<file path="src/rtl/ip_iobus_ctrl.sv">
// MSX cartridge-slot I/O front end: synchronises /IORQ, /RD and /WR, issues one-clock peripheral
// bus strobes, returns registered read data to the slot and holds /WAIT while a response is pending.
module ip_iobus_ctrl #(
   parameter int NUM_DEV = 4,
   parameter int TIMEOUT = 15
) (
   input  logic                   clk,
   input  logic                   n_reset,
   input  logic [15:0]            msx_a,
   input  logic [7:0]             msx_d_in,
   input  logic                   msx_n_iorq,
   input  logic                   msx_n_rd,
   input  logic                   msx_n_wr,
   output logic [7:0]             msx_d_out,
   output logic                   msx_d_oe,
   output logic                   msx_n_wait,
   output logic [15:0]            bus_address,
   output logic [7:0]             bus_write_data,
   output logic                   bus_io_read,
   output logic                   bus_io_write,
   input  logic [NUM_DEV-1:0]     dev_read_ready,
   input  logic [8*NUM_DEV-1:0]   dev_read_data,
   output logic                   bus_conflict
);

   typedef enum logic [1:0] {
      IDLE    = 2'd0,
      RD_WAIT = 2'd1,
      RD_HOLD = 2'd2,
      WR_HOLD = 2'd3
   } state_t;

   state_t      state;
   logic        n_iorq_p0, n_iorq_p1;
   logic        n_rd_p0, n_rd_p1;
   logic        n_wr_p0, n_wr_p1;
   logic        rd_s, wr_s;
   logic [7:0]  tmo_cnt;
   logic [7:0]  rd_mux;
   logic        any_ready;
   logic        multi_ready;

   assign rd_s = ~n_iorq_p1 & ~n_rd_p1;
   assign wr_s = ~n_iorq_p1 & ~n_wr_p1;

   // Responders that are not ready contribute zero, so the OR is the selected data.
   always_comb begin
      rd_mux = '0;
      for (int i = 0; i < NUM_DEV; i++) begin
         rd_mux = rd_mux | (dev_read_data[8*i +: 8] & {8{dev_read_ready[i]}});
      end
   end

   assign any_ready   = |dev_read_ready;
   // Clearing the lowest set bit leaves something only if two or more bits were set.
   assign multi_ready = |(dev_read_ready & (dev_read_ready - NUM_DEV'(1)));

   always_ff @(posedge clk) begin
      if (!n_reset) begin
         state          <= IDLE;
         n_iorq_p0      <= 1'b1;
         n_iorq_p1      <= 1'b1;
         n_rd_p0        <= 1'b1;
         n_rd_p1        <= 1'b1;
         n_wr_p0        <= 1'b1;
         n_wr_p1        <= 1'b1;
         bus_address    <= '0;
         bus_write_data <= '0;
         bus_io_read    <= 1'b0;
         bus_io_write   <= 1'b0;
         msx_d_out      <= '0;
         msx_d_oe       <= 1'b0;
         msx_n_wait     <= 1'b1;
         bus_conflict   <= 1'b0;
         tmo_cnt        <= '0;
      end else begin
         // synchroniser stage p0 -> p1
         n_iorq_p0    <= msx_n_iorq;
         n_iorq_p1    <= n_iorq_p0;
         n_rd_p0      <= msx_n_rd;
         n_rd_p1      <= n_rd_p0;
         n_wr_p0      <= msx_n_wr;
         n_wr_p1      <= n_wr_p0;

         bus_io_read  <= 1'b0;
         bus_io_write <= 1'b0;
         bus_conflict <= 1'b0;

         case (state)
            IDLE: begin
               if (rd_s) begin
                  bus_address <= msx_a;
                  bus_io_read <= 1'b1;
                  msx_n_wait  <= 1'b0;
                  tmo_cnt     <= '0;
                  state       <= RD_WAIT;
               end else if (wr_s) begin
                  bus_address    <= msx_a;
                  bus_write_data <= msx_d_in;
                  bus_io_write   <= 1'b1;
                  state          <= WR_HOLD;
               end
            end

            RD_WAIT: begin
               tmo_cnt <= tmo_cnt + 8'd1;
               if (!rd_s) begin
                  msx_n_wait <= 1'b1;
                  msx_d_oe   <= 1'b0;
                  state      <= IDLE;
               end else if (any_ready) begin
                  msx_d_out    <= rd_mux;
                  msx_d_oe     <= 1'b1;
                  msx_n_wait   <= 1'b1;
                  bus_conflict <= multi_ready;
                  state        <= RD_HOLD;
               end else if (tmo_cnt == 8'(TIMEOUT - 1)) begin
                  // Nobody decoded the port: release /WAIT and let the slot pull-ups read FFh.
                  msx_n_wait <= 1'b1;
                  state      <= RD_HOLD;
               end
            end

            RD_HOLD: begin
               if (!rd_s) begin
                  msx_d_oe <= 1'b0;
                  state    <= IDLE;
               end
            end

            WR_HOLD: begin
               if (!wr_s) begin
                  state <= IDLE;
               end
            end

            default: state <= IDLE;
         endcase
      end
   end

endmodule

</file>
<file path="config.mk">
export PLATFORM = sky130hd
export DESIGN_NAME = ip_iobus_ctrl
export DESIGN_NICKNAME = d
export VERILOG_FILES = /design/src/rtl/ip_iobus_ctrl.sv
export SDC_FILE = /design/constraint.sdc
export NUM_CORES = 1
export LEC_CHECK = 0
export CAP_MARGIN = 20
export CORE_ASPECT_RATIO = 0.5
export CORE_MARGIN = 1.5
export CORE_UTILIZATION = 45
export DETAILED_ROUTE_END_ITERATION = 8
export MAX_ROUTING_LAYER = met4
export PLACE_DENSITY = 0.95
export SETUP_SLACK_MARGIN = 0.1
export SLEW_MARGIN = 10
export SYNTH_ARGS = -nofsm -noshare
export SYNTH_HDL_FRONTEND = slang
export SYNTH_SLANG_ARGS = --single-unit
export TNS_END_PERCENT = 30
</file>
<file path="constraint.sdc">
create_clock -name clk -period 4 [get_ports clk]
set_clock_uncertainty 0.15 [all_clocks]
set_input_delay 0.6 -clock clk [delete_from_list [all_inputs] [get_ports clk]]
set_output_delay 0.6 -clock clk [all_outputs]
set_load 0.1 [all_outputs]
</file>
---- Word level (Yosys, flattened, before mapping) ----
Index checks and enable logic that the tools add are counted.
operators by class
  div/mod/pow operators ................... 0
  magnitude comparators ................... 0
  multiply operators ...................... 0
  multiplexer cells ....................... 23
  eq/ne operators ......................... 10
  $add $sub $neg .......................... 2
  reduce and logical (&&, ||, !) cells .... 16
  bitwise gates (word level) .............. 16
  shifts and indexed selects .............. 0
operators with widths
  operator             number
  $and 8x8->8          4
  $mux 16              2
  $or 8x8->8           3
  $pmux 8 s2           1
  $mux 2               7
  $reduce_and 3->1     4
  $mux 1               9
  $add 8x1->8 const B  1
  $eq 8x4->1 const B   1
  $mux 8               1
  $pmux 2 s4           1
  $reduce_and 4->1     2
  $reduce_or 4->1      2
  $ne 2x2->1 const B   3
  $ne 3x3->1 const B   2
  $not 1->1            6
  $reduce_and 2->1     3
  $reduce_bool 2->1    3
  $and 4x4->4          1
  $eq 2x2->1 const B   2
  $ne 4x4->1 const B   1
  $pmux 1 s2           2
  $sub 4x1->4 const B  1
  $reduce_or 3->1      1
  other kinds (3)      4
word-level totals
  output and inout bits ................... 37
  RAM bits ................................ 0
  flip-flop bits (word level) ............. 53
  memories kept ........................... 0
  logic and storage cells ................. 83
  ROM bits ................................ 0
  latch bits .............................. 0

---- Depth between registers and ports, before layout ----
  word-level depth ........................ 5
  mapped depth ............................ 5
  gate-level depth less buffers ........... 5

---- Worst setup path after synthesis ----
OpenSTA, ideal clock, no wires.
  kind .................................... input -> register
  start ................................... input dev_read_ready[0]
  end ..................................... register msx_n_wait
  arrival ................................. 1.699 ns
  slack ................................... 2.013 ns
  setup time .............................. 0.138 ns
  stages .................................. 5
  cells stage by stage .................... buf_2 > or4_4 > buf_2 > a211oi_1 > o21ai_0
between the ends
  word-level cells in the longest chain between the ends .. 4
  elaborated cells between the ends (all ways) .. 6
  classes of those cells .................. eq/ne: 1; mux: 3; reduce/logical: 2
RTL lines
  what                    RTL line  text
  start: declaration      21        input logic [NUM_DEV-1:0] dev_read_ready,
  $reduce_or 4->1 (*)     54        assign any_ready = |dev_read_ready;
  $mux 1                  111       end else if (any_ready) begin
  $mux 1                  107       if (!rd_s) begin
  $pmux 1 s2              89        case (state)
  end signal: assignment  94        msx_n_wait <= 1'b0;
  end signal: assignment  108       msx_n_wait <= 1'b1;
  end signal: assignment  114       msx_n_wait <= 1'b1;
  end: declaration        16        output logic msx_n_wait,
Mark *: on every way between the ends. The rest lies on a longest branch, timed or not.
A chain may end at the register's enable or synchronous reset.

---- Worst setup path after layout ----
  start ................................... register msx_d_out[0]
  end ..................................... output msx_d_out[0]
RTL lines
  what                      RTL line  text
  start: declaration        14        output logic [7:0] msx_d_out,
  start signal: assignment  112       msx_d_out <= rd_mux;
No word-level cell between the ends.

==> metrics.cfg <==
[outcome]
outcome = completed

[clocking]
cts_made_buffers = 5
clkSinkCount = 53
hold_buffers = 0
worstSkewPairLatency_ns = 0.31
cts_root_buf = clkbuf_8
cts_setup_buffers = 0
cts_resized = 0
clock_path_buffers = 2
tritoncts = done
path_clk_slew_ns = 0.09
htree_levels = 2

[hold_path]
holdPathEnd = n_rd_p1$_SDFF_PN1_
hp-start = n_rd_p0$_SDFF_PN1_
hold_depth = 1
min-delay-path-class = register to register

[grt]
grt_pass1_wl_mm = 10.3
grt_pass1_vias = 2194
grt_max_degree = 23
antenna_found_initial = 0
grt.total_usage_pct = 23.7
grt_overflow = 0

[synthesis]
syn_area_sq_um = 2380
synthAdderAreaFrac_pct = 1.47
synth_edf_count = 0
synth_seq_area_share_pct = 44.6
synth_ff_type = dfxtp_1
synthMuxAreaShare_pct = 1.68
synth-xor-area-share_pct = 0
yosysTopAreaCell = dfxtp_1
ys_types = 45
avgSynthCellArea_sq_um = 9.12
synth_top_family_by_area = compound AO/OA/AOI/OAI gates
async_flop_share_pct = 0
synth_simple_gate_area_share_pct = 19.8
synth_seq_cells = 53
netlist_top_cells_area = dfxtp_1 45%, a21oi_1 7.8%, nand2_1 5.8%
synth_nets = 328
yosys_warnings = 0
synth_compound_area_share_pct = 27.3
yosysTopAreaCellShare_pct = 44.6
synth_most_common_cell = dfxtp_1
syn_inst = 261
synth_common_cells = 53 x dfxtp_1, 37 x a21oi_1, 37 x nand2_1, 13 x o21ai_0, 11 x nand2b_1

[floorplan]
die_w_um = 106
design.core.area_sq_um = 5000
start_util_pct = 47.6
ios = 102
die_area_sq_um = 5760
num_rows = 18
dieHeight_um = 54.4

[detailed_routing]
drc_errors = 0
dr.pass1.iters = 4
viasPerCell = 5.59
wl_mm = 6.70
vias = 2341
post_drt_wl_per_cell_um = 16.0
antenna_left = 0
drtIter0Drc = 142

[setup_path]
rr_worst_depth = 3
crit_path_cell_trace = clkdlybuf4s50_1
crit_path_end_kind = output pin
crit_slowest_cell = clkdlybuf4s50_1
critical_path_class = register to output pin
arrival_ns = 1.83
max_stage_delay_ns = 1.15
reg2reg_to = msx_d_out[0]$_SDFFE_PN0P_
path_buf_inv = 1
r2r_slack_ns = 1.82
cp.required_ns = 3.25
start_kind = register
cp_top_family = buffers and inverters
cp_max_fo = 2
timing.rr.start = state[0]$_SDFFE_PN0P_

[pwr]
power.total_uw = 991
power_density_nw_per_um2 = 286
cellLeakagePower_nw = 1.11
vdd_drop_max_mv = 0.178

[flow_run]
cap_viol_max_count = 0

[sta]
slew_violations = 0
rsz0062_at_grt = no
max_freq_mhz = 388
min_period_ns = 2.58
tightest_slew_ns = 0.995
final.setup.tns_ns = 0
report.final.setup_viol = 0
hold_viol_final = 0
finalCritPeriodShare_pct = 64.4
max-slew-margin-rel_pct = 33.5

[final_layout]
antenna_cells = 0
drive_gt1_share_pct = 5.73
finalNonFillerCells = 419
finalNetCount = 416
fillers = 374
area_growth_syn_to_layout_pct = 45.4

[placed_design]
place_congestion = 0.807
place_inst = 412
io_buffers = 101
post-dp-hpwl_mm = 5.07

## metrics by stage
stage / area (sq um) / worst slack [ns] / hold WS, ns / utilization, %
global placement: 3370 / 1.43 / 0.240 / 67.4
detailed placement: 3370 / 1.29 / 0.260 / 67.4
finish: 3460 / 1.42 / 0.278 / 69.2
CTS: 3460 / 1.42 / 0.280 / 69.2
floorplan: 2380 / 2.01 / 0.236 / -
global route: 3460 / 1.39 / 0.302 / 69.2
## cell type report
class | instances | area, sq um | area share, %
Inverter | 2 | 7.51 | 0.217
Timing Repair Buffer | 102 | 1020 | 29.4
Clock inverter | 1 | 7.51 | 0.217
Tap cell | 70 | 87.6 | 2.53
Multi-Input combinational cell | 185 | 1200 | 34.6
Clock buffer | 6 | 82.6 | 2.39
Sequential cell | 53 | 1060 | 30.7
## metal layers
| metal | routed length, um | share of wire, % | vias to the layer above | GRT usage, % |
|---|---|---|---|---|
| met1 | 2750 | 41 | 1101 | 26.8 |
| li1 | - | - | 1134 | - |
| met3 | 403 | 6.0 | 13 | 4.64 |
| met2 | 3440 | 51 | 93 | 43.3 |
| met4 | 116 | 1.7 | 0 | 9.46 |
| met5 | 0 | 0 | - | - |
## cells by family after synthesis
group / after synthesis
buffers and inverters: 23
AO/OA/AOI/OAI: 91
multiplexers: 4
flip-flops: 53
adder cells (fa/ha/maj): 3
AND/OR/NAND/NOR: 87
## cell usage in the layout (no fill, tap or decap), types with 4 or more instances in the layout
| master | synthesis | layout |
|---|---|---|
| a211oi_2 | 8 | 8 |
| a21oi_1 | 37 | 37 |
| a221oi_1 | 8 | 8 |
| a22o_1 | 8 | 8 |
| clkbuf_8 | 0 | 6 |
| clkdlybuf4s50_1 | 0 | 101 |
| dfxtp_1 | 53 | 53 |
| mux2i_1 | 4 | 4 |
| nand2_1 | 37 | 37 |
| nand2b_1 | 11 | 11 |
| nand3_1 | 9 | 9 |
| o21ai_0 | 13 | 13 |
| o31ai_1 | 4 | 4 |
| or3_1 | 5 | 5 |
## how the worst max path moves through the flow
stage	from	endpoint	depth (start not counted)
5_1_grt	bus_address[12]$_SDFFE_PN0P_	bus_address[12]	1
6_report	msx_d_out[0]$_SDFFE_PN0P_	msx_d_out[0]	1
3_5_place_dp	dev_read_ready[1]	msx_d_out[0]$_SDFFE_PN0P_	4
3_3_place_gp	dev_read_ready[0]	msx_d_out[0]$_SDFFE_PN0P_	4
2_1_floorplan	dev_read_ready[0]	msx_n_wait$_SDFFE_PN1P_	5
4_1_cts	msx_d_out[0]$_SDFFE_PN0P_	msx_d_out[0]	1
## where the power goes
part | internal (mW) | total, mW | leakage (nW) | switching, mW
logic | 0.0774 | 0.143 | 0.635 | 0.0658
registers | 0.533 | 0.541 | 0.429 | 0.00792
clock network | 0.137 | 0.306 | 0.0433 | 0.169
total | 0.748 | 0.991 | 1.11 | 0.243
## sequential cells by signal, indices dropped and copies added (netlist names), 2 cells and up
signal          flops
bus_address        16
bus_write_data      8
msx_d_out           8
tmo_cnt             8
state               2
(Power assumes the default switching activity.)
